## config.mk

```make
export PLATFORM = sky130hd
export DESIGN_NAME = fadd_norm_round
export DESIGN_NICKNAME = d
export VERILOG_FILES = /design/src/rtl/fadd_norm_round.sv
export SDC_FILE = /design/constraint.sdc
export NUM_CORES = 1
export LEC_CHECK = 0
export CAP_MARGIN = 20
export CORE_MARGIN = 8
export CORE_UTILIZATION = 50
export DETAILED_ROUTE_END_ITERATION = 8
export PLACE_DENSITY = 0.71
export SLEW_MARGIN = 40
export SYNTH_ARGS = -nofsm -noshare
export SYNTH_HDL_FRONTEND = slang
export SYNTH_SLANG_ARGS = --single-unit
```

## constraint.sdc

```tcl
create_clock -name clk -period 5 [get_ports clk]
set_input_delay 1.25 -clock clk [delete_from_list [all_inputs] [get_ports clk]]
set_output_delay 1.25 -clock clk [all_outputs]
set_load 0.05 [all_outputs]
```

## src/rtl/fadd_norm_round.sv

```systemverilog
// fadd_norm_round: final stage of the pipelined single-precision FP adder.
// Takes the calc->norm pipeline fields, normalizes (stage A), then rounds,
// handles overflow/specials and packs the IEEE-754 word (stage B).
// A valid/ready handshake lets downstream backpressure stall the adder.
// Bubbles collapse, so a stalled output still lets stage A fill.
//
// Ports:
//   clk, clrn           clock (rising edge), async active-low reset
//   in_valid/in_ready   input handshake; in_ready is combinational from out_ready
//   n_rm                rounding mode: 00 RNE, 01 -inf, 10 +inf, 11 toward zero
//   n_is_nan, n_is_inf  special-result flags
//   n_inf_nan_frac      fraction used for NaN results
//   n_sign, n_exp       result sign, pre-normalization exponent
//   n_frac              pre-normalization fraction:
//                       [27] carry, [26] hidden, [25:3] mantissa, [2:0] G/R/S
//   out_valid/out_ready output handshake; s holds while out_valid & !out_ready
//   s                   packed result {sign, exp, frac}
// Optional build macro FADD_NORM_FLAGS_EN adds:
//   flags     {invalid, overflow, underflow, inexact} for the current s
//   flags_acc sticky OR of flags over every output handshake
//   flags_clr synchronous clear of flags_acc
module fadd_norm_round #(
  parameter int FRAC_W = 28,
  parameter int EXP_W  = 8
) (
  input  logic                      clk,
  input  logic                      clrn,
  input  logic                      in_valid,
  output logic                      in_ready,
  input  logic [1:0]                n_rm,
  input  logic                      n_is_nan,
  input  logic                      n_is_inf,
  input  logic [FRAC_W-6:0]         n_inf_nan_frac,
  input  logic                      n_sign,
  input  logic [EXP_W-1:0]          n_exp,
  input  logic [FRAC_W-1:0]         n_frac,
  output logic                      out_valid,
  input  logic                      out_ready,
  output logic [EXP_W+FRAC_W-5:0]   s
`ifdef FADD_NORM_FLAGS_EN
  ,
  output logic [3:0]                flags,
  output logic [3:0]                flags_acc,
  input  logic                      flags_clr
`endif
);
  localparam int MW = FRAC_W - 5;      // stored mantissa bits
  localparam int NF = FRAC_W - 1;      // normalized fraction: carry bit is always 0
  localparam int EW = EXP_W + 1;       // headroom so exponent overflow is visible
  localparam int ZW = $clog2(FRAC_W);
  localparam int SW = 1 + EXP_W + MW;

  // handshake
  logic a_valid_q, a_valid_d, out_valid_q, out_valid_d;
  logic a_adv, b_adv;

  assign b_adv    = !out_valid_q | out_ready;
  assign a_adv    = !a_valid_q | b_adv;
  assign in_ready = a_adv;

  // ---------------- stage A: normalize ----------------
  logic [ZW-1:0]    z;
  logic [EXP_W-1:0] dshift;
  logic [NF-1:0]    norm_frac;
  logic [EW-1:0]    norm_exp;

  always_comb begin
    // leading zeros counted from the hidden-bit position; 27 when all zero
    z = ZW'(FRAC_W - 1);
    for (int i = 0; i < FRAC_W - 1; i++)
      if (n_frac[i]) z = ZW'(FRAC_W - 2 - i);
    dshift    = (n_exp == '0) ? '0 : n_exp - EXP_W'(1);
    norm_frac = '0;
    norm_exp  = '0;
    if (n_frac[FRAC_W-1]) begin
      // carry out of the add: shift right, fold the dropped bit into sticky
      norm_frac = {n_frac[FRAC_W-1:2], n_frac[1] | n_frac[0]};
      norm_exp  = {1'b0, n_exp} + EW'(1);
    end else if (n_frac[FRAC_W-2:0] == '0) begin
      norm_frac = '0;
      norm_exp  = '0;
    end else if ({1'b0, n_exp} > EW'(z)) begin
      norm_frac = n_frac[NF-1:0] << z;
      norm_exp  = {1'b0, n_exp} - EW'(z);
    end else begin
      // exponent runs out before the hidden bit is reached: denormal result
      norm_frac = n_frac[NF-1:0] << dshift;
      norm_exp  = '0;
    end
  end

  logic [1:0]    a_rm_q, a_rm_d;
  logic          a_nan_q, a_nan_d, a_inf_q, a_inf_d, a_sign_q, a_sign_d;
  logic [MW-1:0] a_inf_nan_frac_q, a_inf_nan_frac_d;
  logic [EW-1:0] a_exp_q, a_exp_d;
  logic [NF-1:0] a_frac_q, a_frac_d;

  always_comb begin
    a_valid_d        = a_valid_q;
    a_rm_d           = a_rm_q;
    a_nan_d          = a_nan_q;
    a_inf_d          = a_inf_q;
    a_sign_d         = a_sign_q;
    a_inf_nan_frac_d = a_inf_nan_frac_q;
    a_exp_d          = a_exp_q;
    a_frac_d         = a_frac_q;
    if (a_adv) a_valid_d = in_valid;
    if (a_adv && in_valid) begin
      a_rm_d           = n_rm;
      a_nan_d          = n_is_nan;
      a_inf_d          = n_is_inf;
      a_sign_d         = n_sign;
      a_inf_nan_frac_d = n_inf_nan_frac;
      a_exp_d          = norm_exp;
      a_frac_d         = norm_frac;
    end
  end

  always_ff @(posedge clk or negedge clrn) begin
    if (!clrn) begin
      a_valid_q        <= 1'b0;
      a_rm_q           <= '0;
      a_nan_q          <= 1'b0;
      a_inf_q          <= 1'b0;
      a_sign_q         <= 1'b0;
      a_inf_nan_frac_q <= '0;
      a_exp_q          <= '0;
      a_frac_q         <= '0;
    end else begin
      a_valid_q        <= a_valid_d;
      a_rm_q           <= a_rm_d;
      a_nan_q          <= a_nan_d;
      a_inf_q          <= a_inf_d;
      a_sign_q         <= a_sign_d;
      a_inf_nan_frac_q <= a_inf_nan_frac_d;
      a_exp_q          <= a_exp_d;
      a_frac_q         <= a_frac_d;
    end
  end

  // ---------------- stage B: round, overflow, pack ----------------
  logic [2:0]    grs;
  logic          inc, ovf, to_inf;
  logic [MW+1:0] m;
  logic [EW-1:0] exp_r;
  logic [MW-1:0] mant;
  logic [SW-1:0] res, s_q, s_d;

  always_comb begin
    grs = a_frac_q[2:0];
    case (a_rm_q)
      2'b00:   inc = grs[2] & (grs[1] | grs[0] | a_frac_q[3]);
      2'b01:   inc = a_sign_q & (|grs);
      2'b10:   inc = !a_sign_q & (|grs);
      default: inc = 1'b0;
    endcase
    m     = {1'b0, a_frac_q[NF-1:3]} + (MW+2)'(inc);
    exp_r = a_exp_q;
    mant  = m[MW-1:0];
    if (m[MW+1]) begin
      mant  = m[MW:1];
      exp_r = a_exp_q + EW'(1);
    end else if (a_exp_q == '0 && m[MW]) begin
      // denormal rounded up into the normal range
      exp_r = EW'(1);
    end
    ovf    = exp_r >= EW'((1 << EXP_W) - 1);
    // overflow goes to infinity for RNE or when rounding toward that infinity
    to_inf = (a_rm_q == 2'b00) | (a_rm_q == 2'b01 & a_sign_q) | (a_rm_q == 2'b10 & !a_sign_q);
    res    = {a_sign_q, exp_r[EXP_W-1:0], mant};
    if (a_nan_q)
      res = {a_sign_q, {EXP_W{1'b1}}, a_inf_nan_frac_q};
    else if (a_inf_q)
      res = {a_sign_q, {EXP_W{1'b1}}, {MW{1'b0}}};
    else if (ovf)
      res = to_inf ? {a_sign_q, {EXP_W{1'b1}}, {MW{1'b0}}}
                   : {a_sign_q, {(EXP_W-1){1'b1}}, 1'b0, {MW{1'b1}}};
    out_valid_d = b_adv ? a_valid_q : out_valid_q;
    s_d         = (b_adv && a_valid_q) ? res : s_q;
  end

  always_ff @(posedge clk or negedge clrn) begin
    if (!clrn) begin
      out_valid_q <= 1'b0;
      s_q         <= '0;
    end else begin
      out_valid_q <= out_valid_d;
      s_q         <= s_d;
    end
  end

  assign out_valid = out_valid_q;
  assign s         = s_q;

`ifdef FADD_NORM_FLAGS_EN
  logic [3:0] flg, flags_q, flags_d, flags_acc_q, flags_acc_d;
  logic       hs;

  always_comb begin
    flg = '0;
    if (a_nan_q) begin
      flg = 4'b1000;
    end else if (!a_inf_q) begin
      flg[2] = ovf;
      flg[0] = (|grs) | ovf;
      flg[1] = !ovf & (exp_r == '0) & (|grs);
    end
    flags_d = (b_adv && a_valid_q) ? flg : flags_q;
    hs      = out_valid_q & out_ready;
    // a clear that lands on a handshake still records that result's flags
    flags_acc_d = flags_clr ? (hs ? flags_q : '0) : (flags_acc_q | (hs ? flags_q : '0));
  end

  always_ff @(posedge clk or negedge clrn) begin
    if (!clrn) begin
      flags_q     <= '0;
      flags_acc_q <= '0;
    end else begin
      flags_q     <= flags_d;
      flags_acc_q <= flags_acc_d;
    end
  end

  assign flags     = flags_q;
  assign flags_acc = flags_acc_q;
`endif
endmodule

```

* Word level (Yosys, flattened, before mapping)
Cells that the tools add are included.
** Storage, ports and cells
- Register bits :: 98
- Output and inout bits :: 34
- Logic and storage cells :: 86
** Cells by class
- Add/subtract/negate cells :: 5
- Order comparisons :: 2
- Eq/ne operators :: 2
- Shift operators :: 2
- Muxes and demuxes :: 42
- Bitwise gates (word level) :: 12
- Reductions and logical operators :: 11
** Operator list (number)
- $mux W5 :: 24
- $mux W31 :: 3
- $mux W27 :: 3
- $mux W9 :: 5
- $logic_not A27 Y1 :: 1
- $shl A27 B5 Y27 :: 1
- $shl A27 B8 Y27 :: 1
- $add A24 B1 Y25 :: 1
- $mux W24 :: 1
- $mux W23 :: 1
- $add A8 B1 Y9 const B :: 1
- $add A9 B1 Y9 const B :: 1
- $ge A9 B8 Y1 const B :: 1
- $logic_not A9 Y1 :: 1
- $sub A8 B5 Y9 :: 1
- $gt A8 B5 Y1 :: 1
- $logic_not A8 Y1 :: 1
- $mux W8 :: 1
- $sub A8 B1 Y8 const B :: 1
- $or A1 B1 Y1 :: 7
- $and A1 B1 Y1 :: 5
- $mux W2 :: 2
- $logic_and A1 B1 Y1 :: 3
- $logic_not A1 Y1 :: 3
- other kinds (6) :: 6

* Longest topological paths before layout
Gate-level depths: netlist (run 1).
- Depth in word-level cells :: 31
- Gate-level depth with buffers :: 19
- Depth with buffers taken out :: 16

* Worst setup path before layout (run 1)
No wires, ideal clock.
- Path kind :: input -> register
- Start :: in n_frac[15]
- End :: reg a_frac_q[25]
- Setup time :: 128 ps
- Arrival :: 5014 ps
- Slack :: -142 ps
- Cell stages on the path :: 15
- Buffers on the path :: 1
- Cell sequence :: or4_1 a31o_2 nor2_1 ha_1 nor2b_1 o31a_1 o21a_1 nor2_4 mux2i_4 buf_4 mux2i_1 o22ai_1 mux2_2 a221oi_1 o22ai_1
** On the way
- Cells in the longest elaborated chain, start to end :: 16
- Elaborated cells on any way between the ends :: 19
- Those cells by class :: order compare: 1; shift: 2; mux: 15; reduce/logical: 1
** RTL lines
- start: declaration :: line 36 : input logic [FRAC_W-1:0] n_frac,
- $mux W5 (12 in a row) :: line 71 : if (n_frac[i]) z = ZW'(FRAC_W - 2 - i);
- $gt A8 B5 Y1 / $shl A27 B5 Y27 (equally long branches) :: line 82, 83
- $mux W27 :: line 82 : end else if ({1'b0, n_exp} > EW'(z)) begin
- $mux W27 * :: line 79 : end else if (n_frac[FRAC_W-2:0] == '0) begin
- $mux W27 * :: line 75 : if (n_frac[FRAC_W-1]) begin
- end signal: assignment :: line 137 : a_frac_q <= a_frac_d;
- end: declaration :: line 96 : logic [NF-1:0] a_frac_q, a_frac_d;
Every way passes the cells marked *; elsewhere a longest branch is shown, timed or not.
A chain may end at the register's enable or synchronous reset.

* Final worst setup path (run 1)
- Start :: in n_frac[19]
- End :: reg a_frac_q[16]
** On the way
- Cells in the longest elaborated chain, start to end :: 12
- Elaborated cells on any way between the ends :: 15
- Those cells by class :: order compare: 1; shift: 2; mux: 11; reduce/logical: 1
** RTL lines (line)
- $mux W5 (8 in a row) :: 71
- $gt A8 B5 Y1 / $shl A27 B5 Y27 (equally long branches) :: 82, 83
- $mux W27 :: 82
- $mux W27 * :: 79
- $mux W27 * :: 75
Marked as above.

==> key figures, run 1 <==
Global route
  • GRT met3 Usage: 2.96%
  • GR Util met1: 34.8%
  • Met2 track utilization from global routing: 43.7%
  • Antenna violations before repair: 0
  • Global-route wire length before repair: 42.1 mm
  • GRT Total Usage: between 20% and 30%
  • Largest net degree at the start of global routing: between 70 and 80
  • GRT overflow: 0
  • Most used routing layer: met2
  • Vias in the first global route: about 8000

Cells and area
  • Share of layout cells above drive strength 1: about 22%
  • Antenna cells: 0
  • Filler Cells Inserted: 1264
  • FF/Latch Area: 0.00245 mm²
  • Post-layout nets: 1256
  • Multi-input logic area: 0.00499 mm²
  • Synth-to-layout area growth: 37.7%

Floorplanning
  • I/O pin count: 102
  • Die X: ~140 µm
  • Core outline area: 0.0150 mm²
  • Num rows: 45
  • Die height: 139 µm
  • Initial Utilization: between 50% and 60%
  • Die area: around 0.019 mm²

Pwr
  • Reg power frac: 34.9%
  • Leak pwr: 4.59 nW
  • Psw: 0.00117 W
  • Logic pwr share: between 40% and 50%
  • Switching part of the total: 38.4%
  • Clk network pwr share: 22.7%
  • Worst VDD drop: 0.000187 V
  • Pwr dens: 294 mW/mm²
  • P_int: roughly 0.0019 W
  • Total Power: 0.00305 W

Logic synthesis
  • Number of synthesized register bits: 98
  • Synth Area in Simple Gates: 26.3%
  • Post-Syn Instances: 949
  • Synth Area in Compound Gates: between 20% and 30%
  • Post-synthesis mux area share: 7.07%
  • Async SR Flop Fraction: 100%
  • Post-Syn Area: 0.00754 mm²
  • Syn_area_per_cell: 7.94 µm²
  • Area leader, netlist: dfrtp_1
  • Sequential area share after synthesis: between 30 and 40%
  • EDFF count, synth: 0
  • Synthesized Nets: around 1000
  • Adder-Cell Fraction of Synth Area: roughly 2.8%
  • Main combinational cell family by area after synthesis: simple AND/OR/NAND/NOR gates
  • Post-synth top flop: dfrtp_1
  • Syn. warnings: 0
  • Synth cell types: 84
  • Top cells by area, synth: dfrtp_1 (33%), nand2_1 (8.5%), nor2_1 (5.2%), a21oi_1 (4.8%), mux2i_1 (3.6%)
  • Post-synth top area share: 32.5%
  • Synth Area in XOR/XNOR: under 10%

Placement
  • Worst slack at placement: -0.613 ns
  • Routability congestion estimate: ~0.94
  • Port bufs: 101
  • Final HPWL DP: ~21 mm

Clocking
  • Max clock buf depth: 2
  • Num CTS Buffers: 9
  • CTS Hold Bufs: 0
  • Htree depth: 3
  • Clock Pin Slew Worst Setup and Hold Paths: 0.06 ns
  • Clk sink count: 98
  • CTS tree: yes
  • Insertion delay to the later sink of the worst-skew pair: around 0.35 ns
  • CTS root buf: clkbuf_16

STA
  • Final worst slack: 0.129 ns
  • Max-slew violations: 0
  • Hold slack: ~0.47 ns
  • Slew @ Worst Pin: between 0.7 and 0.8 ns
  • Rel. slew slack: between 40 and 50%
  • Hold Fails Final Rpt: 0
  • Worst-case clock skew: between 0.01 and 0.015 ns
  • Fmax achieved: a little over 0.2 GHz
  • Setup-failing EPs final: 0
  • Fin Setup TNS: 0 ns
  • Fin crit period: 4.87 ns
  • Final period util: a little over nine tenths

Routing
  • Initial DRC Count: 554
  • DRT Pass-1 Iters: 5
  • DRC: 0
  • Vias per cell: 5.99
  • Mean routed wirelength per cell: 19.3 µm
  • Via count: between 8000 and 9000
  • WL final: between 20 and 30 mm
  • Final ANT Viol Nets: 0

Critical path
  • Cell mode on critical path: nor2_4
  • Critical Path Source Type: input pin
  • Worst setup EP type: flop
  • Critical R2R Capture: s[1]
  • Family with the most delay on the worst path: compound AO/OA/AOI/OAI gates
  • Worst Path Arrival: 5.15 ns
  • Crit Path Class: in2reg
  • Max FO, Critical Path: 4
  • Biggest cell delay along the critical path: around 0.48 ns
  • Worst flop-to-flop path startpoint: a_rm_q[0]
  • Crit path cell chain: dlygate4sd2_1 > or4_4 > a31o_4 > nor2_4 > ha_4 > nor2b_1 > o31a_1 > o21a_1 > nor2_4 > mux2_4 > mux2i_2 > o22a_2 > buf_6 > mux4_2 > o21ai_1 > o221a_2
  • Cells on worst reg2reg path: 15
  • Slowest CP cell: or4_4
  • WP buf/inv: 2
  • R2R Setup Slk: 0.71 ns
  • Worst EP required: between 5 and 6 ns

Job
  • Max Cap Viol: 0

Min path
  • Hold path start: s[28]
  • Hold depth: 2
  • WHS Endpoint: s[28]
  • Tightest Hold Check Type: reg2reg

Run status
  • Status: finished, final reports clean
stage by stage:
step / instances / area (µm²) / utilization, %
finish: 1363 / 10400 / 69.3
global route: 1363 / 10400 / 69.3
CTS: 1363 / 10200 / 68.3
detailed placement: 1342 / 9790 / 65.4
global placement: 1342 / 9790 / 65.3
floorplan: 949 / 7550 / -
kinds of logic after synthesis:
group | Yosys count
AO/OA/AOI/OAI | 256
XOR/XNOR | 36
adder cells (fa/ha/maj) | 16
buffers and inverters | 73
flip-flops | 98
multiplexers | 43
AND/OR/NAND/NOR | 427
synthesized netlist by cell type, drive strengths merged (11+ instances only):
cell / number
nor3: 21
a21oi: 74
nand3: 44
dfrtp: 98
xor2: 18
buf: 17
nor2: 106
inv: 18
mux2i: 28
clkbuf: 38
and3: 20
o21ai: 55
o22ai: 19
xnor2: 18
a221oi: 12
ha: 15
o22a: 11
nand2: 170
layout make-up:
class	count	area share (%)
Inverter	18	0.651
Tap cell	188	2.27
Clock buffer	12	2.47
Sequential cell	98	23.6
Timing Repair Buffer	267	22.5
Clock inverter	2	0.362
Multi-Input combinational cell	778	48.1
power groups by stage:
stage	combinational [W]	sequential, W	clock, W
floorplan	0.000530	0.00127	0
global placement	0.00124	0.00107	0
detailed placement	0.00125	0.00108	0
CTS	0.00127	0.00106	0.000696
global route	0.00139	0.00108	0.000724
finish	0.00129	0.00106	0.000694
per-layer routing:
layer	up-vias	part of all wire, %
met5	-	0
met4	0	4.0
met3	65	6.2
met2	369	47
met1	3841	43
li1	3896	-
worst reg2reg max path, stage by stage (launching register included):
cell       delay [ns]
dfrtp_1          0.39
inv_1            0.12
ha_1             0.18
xor2_1           0.21
a21oi_1          0.10
nor3_1           0.17
ha_1             0.26
ha_1             0.28
nand4_1          0.21
or3_1            0.46
or4_1            0.47
a21boi_1         0.19
o2111ai_2        0.21
o221ai_2         0.33
or2_1            0.43
o22ai_1          0.15
layout by cell type, fill, tap and decap left out, types with 20 or more instances in the layout:
cell type        instances
nand2_1                168
buf_4                  156
nor2_1                 103
dfrtp_1                 98
clkdlybuf4s50_1         76
a21oi_1                 69
o21ai_0                 45
nand3_1                 43
mux2i_1                 22
and3_1                  20
flip-flops by register name, summed over array words and instances, names as in the netlist:
signal / cells
out_valid: 1
a_exp_q: 9
a_valid_q: 1
a_inf_nan_frac_q: 23
a_inf_q: 1
a_frac_q: 27
a_sign_q: 1
s: 32
a_nan_q: 1
a_rm_q: 2
repair_timing:
action                                 in CTS  in global routing
endpoints found under the hold margin       0                  0
setup buffers                               7                  0
gates resized for setup                    42                 43
setup endpoints to repair                  24                 26
pin swaps                                  17                 21
worst max-delay path by stage:
stage / start / end / slack [ns] / cells after the start
floorplan: n_frac[10] / a_frac_q[25] / 0.007 / 17
global placement: n_frac[16] / a_frac_q[26] / -0.56 / 19
detailed placement: n_frac[16] / a_frac_q[25] / -0.61 / 17
CTS: n_frac[8] / a_frac_q[16] / 0.003 / 16
global route: n_frac[10] / a_frac_q[20] / -0.01 / 18
finish: n_frac[19] / a_frac_q[16] / 0.13 / 16
Power figures use the tool's default switching activity.
==> run 2: changes to the inputs <==
MAX_ROUTING_LAYER = met4   (was unset)
==> key figures, run 2 (same netlist as run 1, synthesis figures left out) <==
Critical path
  • Worst Path Arrival: 5.16 ns (about the same)
  • Worst setup EP type: flop
  • Worst EP required: 5.28 ns (about the same)
  • Crit Path Class: in2reg
  • Worst flop-to-flop path startpoint: a_rm_q[0]
  • Worst Setup SP: n_frac[15]
  • Critical Path Source Type: input pin
  • Biggest cell delay along the critical path: 0.45 ns (-0.03 ns)
  • Family with the most delay on the worst path: compound AO/OA/AOI/OAI gates
  • Max FO, Critical Path: 4 (unchanged)
  • Crit path cell chain: dlygate4sd2_1 > or4_4 > a31o_4 > nor2_4 > ha_4 > nor2b_2 > o31a_1 > o21a_1 > nor2_4 > mux2i_4 > buf_12 > buf_12 > mux2i_1 > o22a_2 > buf_4 > mux4_2 > o21ai_1 > o221a_2
  • WP buf/inv: 4 (+2)
  • Slowest CP cell: mux4_2

Pwr
  • Worst VDD drop: 0.000168 V (-9.8%)
  • Switching part of the total: 39.0% (+0.59 points)
  • Clk network pwr share: 22.4% (-0.3 points)
  • Psw: 0.00120 W (+2.1%)
  • Logic pwr share: 42.9% (+0.5 points)
  • Pwr dens: 293 mW/mm² (-0.40%)
  • Leak pwr: 4.66 nW (+1.5%)
  • Reg power frac: 34.7% (-0.2 points)
  • P_int: 0.00187 W (-0.44%)

Routing
  • Mean routed wirelength per cell: 19.7 µm (+2.0%)
  • Via count: 8057 (-1.4%)
  • Vias per cell: 5.89 (-1.7%)
  • DRT Pass-1 Iters: 5 (unchanged)
  • WL final: 26.9 mm (+2.3%)
  • Final ANT Viol Nets: 0 (unchanged)
  • Initial DRC Count: 656 (+18%)
  • DRC: 0 (unchanged)

Floorplanning
  • Die area: 0.0193 mm² (unchanged)
  • I/O pin count: 102 (unchanged)
  • Die X: 139 µm (unchanged)
  • Core outline area: 0.0150 mm² (unchanged)
  • Num rows: 45 (unchanged)
  • Initial Utilization: 50.3% (unchanged)
  • Die height: 139 µm (unchanged)

Clocking
  • CTS tree: yes
  • Clock Pin Slew Worst Setup and Hold Paths: 0.07 ns (about the same)
  • CTS Hold Bufs: 0 (unchanged)
  • CTS root buf: clkbuf_16
  • Max clock buf depth: 2 (unchanged)
  • Clk sink count: 98 (unchanged)
  • Num CTS Buffers: 9 (unchanged)
  • Htree depth: 3 (unchanged)
  • Insertion delay to the later sink of the worst-skew pair: 0.34 ns (about the same)

STA
  • Fmax achieved: 0.205 GHz (-0.16%)
  • Slew @ Worst Pin: 0.852 ns (+0.0556 ns)
  • RSZ-0062 raised after global routing: no
  • Setup-failing EPs final: 0 (unchanged)
  • Hold Fails Final Rpt: 0 (unchanged)
  • Final period util: 97.6% (+0.15 points)
  • Fin crit period: 4.88 ns (+0.00767 ns)
  • Rel. slew slack: 43.2% (-3.7 points)
  • Max-slew violations: 0 (unchanged)
  • Worst-case clock skew: 0.00849 ns (-0.00187 ns)
  • Hold slack: 0.463 ns (-0.00399 ns)
  • Fin Setup TNS: 0 ns (unchanged)

Placement
  • Port bufs: 101 (unchanged)
  • Final HPWL DP: 20.7 mm (+0.73%)
  • Routability congestion estimate: 0.987 (+5.0%)

Cells and area
  • Post-layout nets: 1258 (+0.16%)
  • Most frequent cells in the layout: nand2_1 (169), buf_4 (152), nor2_1 (101), dfrtp_1 (98), clkdlybuf4s50_1 (73)
  • Antenna cells: 0 (unchanged)
  • Synth-to-layout area growth: 39.0%
  • Filler Cells Inserted: 1254 (-0.79%)
  • Share of layout cells above drive strength 1: 23.7% (+1.4 points)
  • Largest register FFs: 32 (unchanged)
  • Most common cell after layout, fill and taps aside: nand2_1

Global route
  • Largest net degree at the start of global routing: 76 (unchanged)
  • Global-route wire length before repair: 42.9 mm (+1.7%)
  • GRT Total Usage: 28.1% (+1.4 points)
  • GRT overflow: 0 (unchanged)
  • Antenna violations before repair: 0 (unchanged)
  • Vias in the first global route: 7957 (+1.3%)

Min path
  • Hold path start: s[28]
  • Tightest Hold Check Type: reg2reg

Run status
  • Status: finished, final reports clean

Job
  • Max Cap Viol: 0 (unchanged)
-- run 2: cell count changes in the layout (fill, tap and decap cells not counted), sizes merged --
cell,delta
inv,+2
clkdlybuf4s15,+1
buf,+2
clkinvlp,-1
clkdlybuf4s50,-3
clkinv,+4
dlygate4sd2,-9
clkbuf,+3
dlymetal6s2s,+5
-- run 2: power groups by stage --
| stage | registers [W] | logic (W) | clock network [W] |
|---|---|---|---|
| 2_1_floorplan | 0.00127 | 0.000530 | 0 |
| 3_3_place_gp | 0.00107 | 0.00125 | 0 |
| 3_5_place_dp | 0.00108 | 0.00126 | 0 |
| 4_1_cts | 0.00106 | 0.00130 | 0.000692 |
| 5_1_grt | 0.00109 | 0.00141 | 0.000724 |
| 6_report | 0.00106 | 0.00132 | 0.000686 |
-- run 2: stage by stage --
stage               total power (W)  cells  setup WS [ns]  instance area (µm²)  utilization [%]
finish                      0.00307   1367          0.121                10500             69.9
global route                0.00322   1367         0.0111                10500             69.9
CTS                         0.00305   1364        0.00534                10300             68.8
detailed placement          0.00234   1342         -0.639                 9790             65.4
global placement            0.00232   1342         -0.563                 9790             65.3
floorplan                   0.00180    949        0.00657                 7550                -
-- run 2: layout make-up --
type	count	area, µm²	share of cell area (%)
flip-flops and latches	98	2450	23.4
clock buffers	9	225	2.15
inverters	18	67.6	0.645
multi-input cells	778	5040	48.1
clock inverters	7	67.6	0.645
repair buffers	269	2380	22.8
well taps	188	235	2.25
-- run 2: worst paths after layout --
check | cells after the start | slack [ns] | end
worst max-delay path | 18 | 0.12 | a_frac_q[16]
worst max register to register | 15 | 0.72 | s[0]
min in group asynchronous | 1 | 0.93 | s[0]
worst min-delay path | 2 | 0.46 | s[28]
worst min register to register | 2 | 0.46 | s[28]
max in group asynchronous | 2 | 3.27 | a_frac_q[9]
-- run 2: worst register-to-register path, stage by stage (launching register included) --
cell,delay [ns]
dfrtp_1,0.40
inv_1,0.11
ha_1,0.17
xor2_1,0.24
a21oi_1,0.11
nor3_1,0.19
ha_1,0.24
ha_1,0.27
nand4_1,0.20
or3_1,0.46
or4_1,0.47
a21boi_1,0.20
o2111ai_2,0.20
o221ai_2,0.31
or2_1,0.41
o22ai_1,0.16
-- run 2: per-layer routing --
layer | part of all wire [%] | wire [µm] | global-route usage, % | vias to the layer above
met3 | 5.7 | 1540 | 4.37 | 49
met2 | 48 | 12900 | 45.3 | 305
met1 | 43 | 11600 | 34.9 | 3810
li1 | - | - | - | 3893
met4 | 3.1 | 843 | 11.4 | 0
met5 | 0 | 0 | - | -
-- run 2: what timing repair did --
action                                 in CTS  in global routing
buffers inserted                            5                  3
setup endpoints to repair                  25                 25
cloned                                      1                  0
pin swaps                                  13                 21
endpoints found under the hold margin       0                  0
resized for setup                          54                 65
